===== src/rtl/pll_mdrp_ctrl.sv =====
`default_nettype none
// ============================================================================
// Module      : pll_mdrp_ctrl
// Description : Host request/response front end for a PLL dynamic
//               reconfiguration port (MDRP). Walks the PLL's internal
//               address pointer to the requested register (address reset
//               and/or increments), performs one read or write slot, and
//               returns a single-cycle response.
//               Optional feature macro: MDRP_LOCK_WAIT_EN -- after a write,
//               wait for pll_lock to drop and return (bounded by
//               TIMEOUT_CYC) and report a timeout through rsp_err.
// Revision    : 1.0 - initial release
// ============================================================================
module pll_mdrp_ctrl #(
  parameter int TIMEOUT_CYC = 20000
) (
  input  logic       clkin,
  input  logic       resetn,
  input  logic       req_valid,
  output logic       req_ready,
  input  logic       req_write,
  input  logic [7:0] req_addr,
  input  logic [7:0] req_wdata,
  output logic       rsp_valid,
  output logic [7:0] rsp_rdata,
  output logic       rsp_err,
  output logic       mdclk,
  output logic [1:0] mdopc,
  output logic       mdainc,
  output logic [7:0] mdwdi,
  input  logic [7:0] mdrdo,
  input  logic       pll_lock
);

  typedef enum logic [2:0] {
    IDLE     = 3'd0,
    ARST     = 3'd1,
    AINC     = 3'd2,
    OP       = 3'd3,
    RDCAP    = 3'd4,
    LOCKWAIT = 3'd5,
    DONE     = 3'd6
  } state_t;

  localparam logic [1:0] c_OPC_NOP  = 2'b00;
  localparam logic [1:0] c_OPC_WR   = 2'b01;
  localparam logic [1:0] c_OPC_RD   = 2'b10;
  localparam logic [1:0] c_OPC_ARST = 2'b11;

  // Control state. r_phb marks the second (mdclk high) half of a slot.
  state_t     r_state;
  state_t     w_nxt;
  logic       r_phb;
  logic       w_phb_nxt;
  logic [7:0] r_cur;
  logic [7:0] w_cur_nxt;
  logic [7:0] w_cur_inc;
  logic       r_boot;
  logic       w_boot_nxt;
  logic       w_hs;

  // Captured request.
  logic [7:0] r_target;
  logic [7:0] r_wdata;
  logic       r_write;

  // Registered host and MDRP outputs (one cycle behind the state they reflect).
  logic       r_req_ready;
  logic       r_rsp_valid;
  logic [7:0] r_rsp_rdata;
  logic       r_mdclk;
  logic       w_mdclk;
  logic [1:0] r_mdopc;
  logic [1:0] w_mdopc;
  logic       r_mdainc;
  logic       w_mdainc;
  logic [7:0] r_mdwdi;
  logic [7:0] w_mdwdi;

  assign w_cur_inc = r_cur + 8'd1;

`ifdef MDRP_LOCK_WAIT_EN
  localparam int c_TMO_W = (TIMEOUT_CYC > 1) ? $clog2(TIMEOUT_CYC) : 1;

  logic [c_TMO_W-1:0] r_tmo_cnt;
  logic               r_seen_low;
  logic               r_err;
  logic               r_rsp_err;
  logic               w_lock_ok;
  logic               w_lock_tmo;

  // Lock re-acquired only after it has been seen low at least once.
  assign w_lock_ok  = r_seen_low & pll_lock;
  assign w_lock_tmo = (r_tmo_cnt == c_TMO_W'(TIMEOUT_CYC - 1));
  assign rsp_err    = r_rsp_err;

  // Lock-wait bookkeeping: cycle budget, low-seen flag and sticky error.
  always_ff @(posedge clkin or negedge resetn) begin
    if (!resetn) begin
      r_tmo_cnt  <= '0;
      r_seen_low <= 1'b0;
      r_err      <= 1'b0;
      r_rsp_err  <= 1'b0;
    end else begin
      r_rsp_err <= (r_state == DONE) & r_err;
      if (r_state == LOCKWAIT) begin
        r_tmo_cnt <= r_tmo_cnt + c_TMO_W'(1);
        if (!pll_lock) begin
          r_seen_low <= 1'b1;
        end
        if (!w_lock_ok && w_lock_tmo) begin
          r_err <= 1'b1;
        end
      end else begin
        r_tmo_cnt  <= '0;
        r_seen_low <= 1'b0;
      end
      if (w_hs) begin
        r_err <= 1'b0;
      end
    end
  end
`else
  logic w_unused_cfg;

  // Without lock wait the lock input and timeout have no function.
  assign w_unused_cfg = pll_lock ^ (TIMEOUT_CYC > 0);
  assign rsp_err      = 1'b0;
`endif

  // State register; reset lands in IDLE with a pending boot address reset.
  always_ff @(posedge clkin or negedge resetn) begin
    if (!resetn) begin
      r_state <= IDLE;
      r_phb   <= 1'b0;
      r_cur   <= 8'd0;
      r_boot  <= 1'b1;
    end else begin
      r_state <= w_nxt;
      r_phb   <= w_phb_nxt;
      r_cur   <= w_cur_nxt;
      r_boot  <= w_boot_nxt;
    end
  end

  // Next-state and MDRP slot encoding; mdclk free-runs outside slots.
  always_comb begin
    w_nxt      = r_state;
    w_phb_nxt  = 1'b0;
    w_cur_nxt  = r_cur;
    w_boot_nxt = r_boot;
    w_hs       = 1'b0;
    w_mdclk    = ~r_mdclk;
    w_mdopc    = c_OPC_NOP;
    w_mdainc   = 1'b0;
    w_mdwdi    = 8'd0;
    case (r_state)
      IDLE: begin
        if (r_boot) begin
          w_nxt = ARST;
        end else if (req_valid && r_req_ready) begin
          w_hs = 1'b1;
          if (req_addr < r_cur) begin
            w_nxt = ARST;
          end else if (req_addr > r_cur) begin
            w_nxt = AINC;
          end else begin
            w_nxt = OP;
          end
        end
      end
      ARST: begin
        w_mdclk = r_phb;
        w_mdopc = c_OPC_ARST;
        if (r_phb) begin
          w_cur_nxt = 8'd0;
          if (r_boot) begin
            w_nxt      = IDLE;
            w_boot_nxt = 1'b0;
          end else if (r_target == 8'd0) begin
            w_nxt = OP;
          end else begin
            w_nxt = AINC;
          end
        end else begin
          w_phb_nxt = 1'b1;
        end
      end
      AINC: begin
        w_mdclk  = r_phb;
        w_mdainc = 1'b1;
        if (r_phb) begin
          w_cur_nxt = w_cur_inc;
          w_nxt     = (w_cur_inc == r_target) ? OP : AINC;
        end else begin
          w_phb_nxt = 1'b1;
        end
      end
      OP: begin
        w_mdclk = r_phb;
        w_mdopc = r_write ? c_OPC_WR : c_OPC_RD;
        w_mdwdi = r_write ? r_wdata : 8'd0;
        if (r_phb) begin
`ifdef MDRP_LOCK_WAIT_EN
          w_nxt = r_write ? LOCKWAIT : RDCAP;
`else
          w_nxt = r_write ? DONE : RDCAP;
`endif
        end else begin
          w_phb_nxt = 1'b1;
        end
      end
      RDCAP: begin
        w_mdclk = r_phb;
        if (r_phb) begin
          w_nxt = DONE;
        end else begin
          w_phb_nxt = 1'b1;
        end
      end
      LOCKWAIT: begin
`ifdef MDRP_LOCK_WAIT_EN
        if (w_lock_ok || w_lock_tmo) begin
          w_nxt = DONE;
        end
`else
        w_nxt = DONE;
`endif
      end
      DONE: begin
        w_nxt = IDLE;
      end
      default: begin
        w_nxt = IDLE;
      end
    endcase
  end

  // Request capture, response registers and registered MDRP outputs.
  always_ff @(posedge clkin or negedge resetn) begin
    if (!resetn) begin
      r_target    <= 8'd0;
      r_wdata     <= 8'd0;
      r_write     <= 1'b0;
      r_req_ready <= 1'b0;
      r_rsp_valid <= 1'b0;
      r_rsp_rdata <= 8'd0;
      r_mdclk     <= 1'b0;
      r_mdopc     <= c_OPC_NOP;
      r_mdainc    <= 1'b0;
      r_mdwdi     <= 8'd0;
    end else begin
      if (w_hs) begin
        r_target <= req_addr;
        r_wdata  <= req_wdata;
        r_write  <= req_write;
      end
      r_req_ready <= (w_nxt == IDLE);
      r_rsp_valid <= (r_state == DONE);
      // DONE coincides with the last cycle of the RDCAP phase B on the pins.
      if ((r_state == DONE) && !r_write) begin
        r_rsp_rdata <= mdrdo;
      end
      r_mdclk  <= w_mdclk;
      r_mdopc  <= w_mdopc;
      r_mdainc <= w_mdainc;
      r_mdwdi  <= w_mdwdi;
    end
  end

  assign req_ready = r_req_ready;
  assign rsp_valid = r_rsp_valid;
  assign rsp_rdata = r_rsp_rdata;
  assign mdclk     = r_mdclk;
  assign mdopc     = r_mdopc;
  assign mdainc    = r_mdainc;
  assign mdwdi     = r_mdwdi;

endmodule
`default_nettype wire


===== config.mk =====
export PLATFORM = sky130hd
export DESIGN_NAME = pll_mdrp_ctrl
export DESIGN_NICKNAME = d
export VERILOG_FILES = /design/src/rtl/pll_mdrp_ctrl.sv
export SDC_FILE = /design/constraint.sdc
export NUM_CORES = 1
export LEC_CHECK = 0
export ABC_AREA = 1
export ABC_CLOCK_PERIOD_IN_PS = 3600
export CAP_MARGIN = 20
export CELL_PAD_IN_SITES_DETAIL_PLACEMENT = 1
export CELL_PAD_IN_SITES_GLOBAL_PLACEMENT = 2
export CORE_MARGIN = 1.5
export CORE_UTILIZATION = 41
export CTS_BUF_LIST = sky130_fd_sc_hd__clkbuf_4
export DETAILED_ROUTE_END_ITERATION = 10
export DONT_BUFFER_PORTS = 1
export HOLD_SLACK_MARGIN = 0.12
export PLACE_DENSITY = 0.95
export SLEW_MARGIN = 5
export SYNTH_ARGS = -nofsm -noshare
export SYNTH_HDL_FRONTEND = slang
export SYNTH_SLANG_ARGS = --single-unit

===== constraint.sdc =====
create_clock -name clkin -period 3.6 [get_ports clkin]
set_input_delay 0.36 -clock clkin [delete_from_list [all_inputs] [get_ports clkin]]
set_output_delay 0.36 -clock clkin [all_outputs]
set_load 0.05 [all_outputs]

==> results of run 1 <==
-- cells in the final DEF, fill, tap and decap left out, drive strengths merged --
master / netlist / layout
nand2: 97 / 97
dfrtp: 51 / 51
inv: 37 / 38
dlygate4sd3: 0 / 26
nor2: 26 / 26
o21ai: 14 / 14
nand3: 13 / 13
ha: 9 / 9
a21oi: 9 / 9
mux2: 8 / 8
o22ai: 7 / 7
clkbuf: 1 / 5
nor3: 5 / 5
nand3b: 2 / 2
nand4: 2 / 2
buf: 3 / 2
o211ai: 1 / 1
and2: 1 / 1
or2: 1 / 1
xor2: 1 / 1
conb: 1 / 1
clkinvlp: 0 / 1
clkinv: 0 / 1
dfstp: 1 / 1
-- layout make-up --
class	instances	share of cell area [%]
clock buffer	5	1.29
timing repair buffer	28	10.2
sequential	52	44.9
clock inverter	3	0.732
inverter	37	4.78
tap	75	3.23
multi-input combinational	197	34.9
-- power by group --
group / leakage, nW / switching, mW / internal (mW) / total (mW)
sequential: 0.663 / 0.457 / 0.781 / 1.24
combinational: 0.720 / 0.430 / 0.254 / 0.684
clock: 0.0316 / 0.199 / 0.0778 / 0.277
-- worst register-to-register path, cell delays in order (launching register included) --
cell and delay [ns]:
sky130_fd_sc_hd__dfrtp_1 0.68, sky130_fd_sc_hd__nand2_1 0.29, sky130_fd_sc_hd__nor3_4 0.58, sky130_fd_sc_hd__buf_4 0.30, sky130_fd_sc_hd__nand2_1 0.08, sky130_fd_sc_hd__nand2_1 0.06
-- state kept, by name, summed over array words and instances (netlist names) --
name	flops
r_wdata	8
r_cur	8
r_state	3
mdopc	2
r_write	1
r_phb	1
mdwdi	8
rsp_rdata	8
r_target	8
mdclk	1
mdainc	1
r_boot	1
req_ready	1
rsp_valid	1
-- logic make-up (layout without fill, tap and decap cells) --
logic type	count (synthesis)	in the layout	share of synthesized area (%)
mux	8	8	3.63
compound gates	31	31	6.85
flops	52	52	52.5
simple gates	147	147	25.4
buf+inv	41	73	6.65
xor+xnor	1	1	0.353
other cells	1	1	0.151
fa+ha+maj	9	9	4.54
-- worst max path at each step --
stage                         start          to  slack, ns  cells past startpoint
after floorplan           req_ready   req_ready       2.00                      9
after global placement    req_ready  r_wdata[0]       1.63                      5
after detailed placement  req_ready     r_write       1.60                      4
after CTS                 req_ready  r_wdata[4]       1.56                      5
after global routing      req_ready     r_write       1.38                      5
final                     req_ready  r_wdata[0]       1.57                      5
-- metrics by stage --
step / hold WS (ns) / util (%) / worst slack (ns) / total power [mW]
3_5_place_dp: 0.0652 / 43.5 / 1.60 / 1.89
3_3_place_gp: 0.0653 / 43.5 / 1.63 / 1.85
2_1_floorplan: 0.0644 / - / 2.00 / 1.70
5_1_grt: 0.492 / 49.3 / 1.38 / 2.36
6_report: 0.459 / 49.3 / 1.57 / 2.20
4_1_cts: 0.126 / 49.2 / 1.56 / 2.20
-- routing by layer --
metal,vias up,GRT usage [%],part of all wire (%)
met1,988,25.5,44
li1,979,-,-
met4,0,6.55,0.99
met2,33,34.6,52
met5,-,0,0
met3,4,3.82,3.1
==> flow_summary.ini, run 1 <==
[sta]
unrepaired_setup_endpoints_after_global_routing = no
fin_worst_skew_ns = 0.0158
max-slew-margin-rel_pct = 60.1
fin_crit_sh_pct = 56.4
maxClockFrequency_mhz = 492
finalMaxSlewViolations = 0
finalSetupTns_ns = 0
finalSetupViolCount = 0
worst-slew-pin-transition_ns = 0.596
min_period_ns = 2.03
hold_viol = 0

[logic_synthesis]
netlist_top_cells_area = sky130_fd_sc_hd__dfrtp_1 51%, sky130_fd_sc_hd__nand2_1 14%, sky130_fd_sc_hd__inv_1 5.0%, sky130_fd_sc_hd__ha_1 4.5%, sky130_fd_sc_hd__nor2_1 3.6%
synth_seq_cells = 52
synthMostInstantiatedCell = sky130_fd_sc_hd__nand2_1
synth_enable_flop_cells = 0
synth_area_leader_cell = sky130_fd_sc_hd__dfrtp_1
post_synth_instance_area_sq_um = 2480
synthTopCellsByCount = 95 x sky130_fd_sc_hd__nand2_1, 51 x sky130_fd_sc_hd__dfrtp_1, 33 x sky130_fd_sc_hd__inv_1, 24 x sky130_fd_sc_hd__nor2_1, 13 x sky130_fd_sc_hd__o21ai_0
synth_top_area_share_pct = 51.4
post_synth_num_cell_types = 29
synth.yosys.seq_area_share_pct = 52.5
count_of_yosys_warnings_during_synthesis = 0
async_flop_share_pct = 100
syn-num-nets = 328
syn_avg_cell_area_sq_um = 8.56
synth_top_flop_cell = sky130_fd_sc_hd__dfrtp_1
synth_cells = 290

[setup_path]
worst_r2r_startpoint = req_ready
startpoint_type_of_the_worst_setup_path = flip-flop
path_cells = nand2_1 > nor3_4 > buf_4 > nand2_1 > nand2_1
cpLargestDelayFamily = simple AND/OR/NAND/NOR gates
rrSetupSlack_ns = 1.57
criticalPathCategory = reg2reg
timing.critical_path.slowest_cell_delay_ns = 0.68
critical_path_required_ns = 3.94
crit-reg2reg-capture = r_wdata[0]
arrival_time_worst_endpoint_ns = 2.37
rr_worst_depth = 5
critPathBufInv = 1
critical-path-slowest-cell = sky130_fd_sc_hd__dfrtp_1
worst-path-max-fanout = 15
worstSetupEndpointType = flip-flop
path_common_cell = sky130_fd_sc_hd__nand2_1

[cells_and_area]
antenna-diode-count = 0
layout.cell_area.non_filler_sq_um = 2900
post_layout_nonfiller_instances = 397
regArea_sq_um = 1300
final_layout_size_suffix_gt1_share_pct = 9.32
fillers = 742
multi_input_comb_area_sq_um = 1010
nNetsFinal = 359
flow.area_growth_from_synthesis_pct = 17.0

[clocking]
cts_resized = 0
cts_num_sinks = 52
root_buffer = sky130_fd_sc_hd__clkbuf_4
cts_tree = yes
clock_tree.htree_level_count = 2
cts_hold_buf = 26
clkLatencyLatePin_ns = 0.39
clkSlewWorstSetupHoldPaths_ns = 0.16
post_cts_buffers = 0
max-clock-path-buffers = 2
cts_inserted_buffers = 5

[detailed_routing]
routedWlPerCell_um = 15.6
drt_first_pass_iters = 4
vias_per_cell = 5.05
dr_total_vias = 2004
detailedRoute.firstIterationViolations = 81
ant_nets = 0
drc = 0
drt_wl_total_mm = 6.19

[worst_hold_path]
whs_path_depth = 4
timing.hold.worst.class = in2reg
whs_endpoint = r_state[1]
hold_path.startpoint = req_valid

[power]
power-per-cell-area_nw_per_um2 = 757
vdd_ir_drop_max_mv = 0.447
static-leakage-power_nw = 1.41

[floorplanning]
initial_core_util_pct = 42.2
core_region_area_sq_um = 5890
die-height_um = 80.8
pin_count = 52
rows = 28
design.die.area_sq_um = 6530
die_w_um = 80.8

[grt]
grt_antenna_before_repair = 0
grt_pass1_vias = 2089
global_route.usage.total_pct = 20.1
largest_net_degree_at_the_start_of_global_routing = 53
first_pass_grt_wire_length_mm = 9.84
grt-ovfl-total = 0

[place]
finalWeightedCongestion = 0.736
detailedPlacementHpwl_mm = 4.28
post_dp_cell_area_sq_um = 2560
place_inst = 362
buffer_ports.inserted = 0

[outcome]
result_of_the_run = finished clean

[flow_run]
maxCapViolCount = 0
Power figures use the tool's default switching activity.
==> run 2: changes to the inputs <==
Settings changed: ABC_CLOCK_PERIOD_IN_PS 3600 to 1650, CORE_UTILIZATION 41 to 35, PLACE_DENSITY 0.95 to 0.89.
Clock period 3.6 ns to 1.65 ns, I/O delays scaled along.
==> flow_summary.ini, run 2 (synthesized netlist as in run 1, its figures left out) <==
[setup_path]
criticalPathCategory = reg2reg
path_cells = ha_1 > inv_2 > nand2_1 > nand2_1 > nor2_1 > nand2_1 > nor2_2 > nand3_1 > nor2_1 > nand3_1 > nand2_1 > nor2_1
worstSetupEndpointType = flip-flop
timing.critical_path.slowest_cell_delay_ns = 0.44
path_common_cell = sky130_fd_sc_hd__nand2_1
critical-path-slowest-cell = sky130_fd_sc_hd__dfrtp_1
startpoint_type_of_the_worst_setup_path = flip-flop
critical_path_required_ns = 1.94
arrival_time_worst_endpoint_ns = 1.92
worst-path-max-fanout = 3

[floorplanning]
die_w_um = 87.2
design.die.area_sq_um = 7610
rows = 30
core_region_area_sq_um = 6830
pin_count = 52
initial_core_util_pct = 36.3
die-height_um = 87.2

[sta]
min_period_ns = 1.63
fin_worst_skew_ns = 0.0119
finalMaxSlewViolations = 0
timing.hold.ws_ns = 0.204
hold_viol = 0
maxClockFrequency_mhz = 615
fin_crit_sh_pct = 98.6
unrepaired_setup_endpoints_after_global_routing = yes
finalSetupViolCount = 0

[outcome]
result_of_the_run = finished clean

[place]
finalWeightedCongestion = 0.823
buffer_ports.inserted = 0
detailedPlacementHpwl_mm = 4.37

[cells_and_area]
flow.area_growth_from_synthesis_pct = 25.5
fillers = 852
final_layout_size_suffix_gt1_share_pct = 17.5
nNetsFinal = 380
mostFrequentLayoutCells = 94 x sky130_fd_sc_hd__nand2_1, 51 x sky130_fd_sc_hd__dfrtp_1, 30 x sky130_fd_sc_hd__inv_1, 26 x sky130_fd_sc_hd__dlygate4sd3_1, 22 x sky130_fd_sc_hd__buf_4
antenna-diode-count = 0
commonest_non_fill_non_tap_cell_in_the_layout = sky130_fd_sc_hd__nand2_1
post-route-util_pct = 45.6

[grt]
grt_antenna_before_repair = 0
first_pass_grt_wire_length_mm = 10.1
grt_pass1_vias = 2095
grt-ovfl-total = 0
largest_net_degree_at_the_start_of_global_routing = 53
global_route.usage.total_pct = 17.5

[clocking]
cts_inserted_buffers = 5
clkLatencyLatePin_ns = 0.38
root_buffer = sky130_fd_sc_hd__clkbuf_4
cts_num_sinks = 52
cts_tree = yes
clkSlewWorstSetupHoldPaths_ns = 0.16
max-clock-path-buffers = 2
clock_tree.htree_level_count = 2

[detailed_routing]
drt_first_pass_iters = 4
drt_wl_total_mm = 6.16
dr_total_vias = 2042
routedWlPerCell_um = 14.0
drc = 0
vias_per_cell = 4.65
detailedRoute.firstIterationViolations = 64
ant_nets = 0

[flow_run]
maxCapViolCount = 0

[power]
power-per-cell-area_nw_per_um2 = 1630
static-leakage-power_nw = 1.53
vdd_ir_drop_max_mv = 0.590

[worst_hold_path]
timing.hold.worst.class = in2reg
run 2: report_power, final:
| group | switching, mW | internal [mW] | total [mW] |
|---|---|---|---|
| sequential | 0.912 | 1.71 | 2.62 |
| combinational | 1.05 | 0.791 | 1.84 |
| clock | 0.426 | 0.187 | 0.613 |
run 2: worst paths after layout:
check / from / endpoint / slack [ns] / depth (start not counted)
worst max register to register: r_cur[1] / req_ready / 0.02 / 12
worst min-delay path: req_valid / r_state[1] / 0.20 / 4
worst min register to register: r_wdata[3] / r_wdata[3] / 0.49 / 2
worst max-delay path: r_cur[1] / req_ready / 0.02 / 12
min in group asynchronous: resetn / r_cur[3] / 0.29 / 2
max in group asynchronous: resetn / r_boot / 1.08 / 2
run 2: routing by layer:
layer,GRT usage (%),share of wire (%),vias to the layer above
met3,3.41,3.1,7
met4,5.77,1.3,0
li1,-,-,1021
met5,0,0,-
met2,28.7,48,34
met1,23.4,48,980
run 2: critical path, delay by kind of cell (launching register included):
kind	cells	cell delay [ns]
adder cells (fa/ha/maj)	1	0.32
buffers and inverters	1	0.04
flip-flops	1	0.44
AND/OR/NAND/NOR	10	0.75
run 2: area by class of cell:
| cell class | count | area [sq um] | share of cell area [%] |
|---|---|---|---|
| Multi-Input combinational cell | 197 | 1040 | 33.3 |
| Timing Repair Buffer | 49 | 453 | 14.5 |
| Tap cell | 96 | 120 | 3.86 |
| Sequential cell | 52 | 1300 | 41.8 |
| Inverter | 37 | 139 | 4.46 |
| Clock inverter | 2 | 16.3 | 0.522 |
| Clock buffer | 6 | 45.0 | 1.45 |
run 2: timing repair:
action / 4_1_cts / 5_1_grt
setup endpoints to repair: 1 / 3
pin swaps: 1 / 2
endpoints found under the hold margin: 77 / 0
hold buffers: 27 / 0
setup buffers: 1 / 4
resized for setup: 7 / 6
run 2: metrics by stage:
step	total power [mW]	setup TNS [ns]	instances	setup WS (ns)	area, sq um
CTS	5.07	0	435	0.00521	3070
finish	5.07	0	439	0.0239	3110
global route	5.46	-0.153	439	-0.121	3110
floorplan	3.70	0	290	0.0486	2480
detailed placement	4.35	0	399	0.00483	2700
global placement	4.27	0	399	0.0340	2700
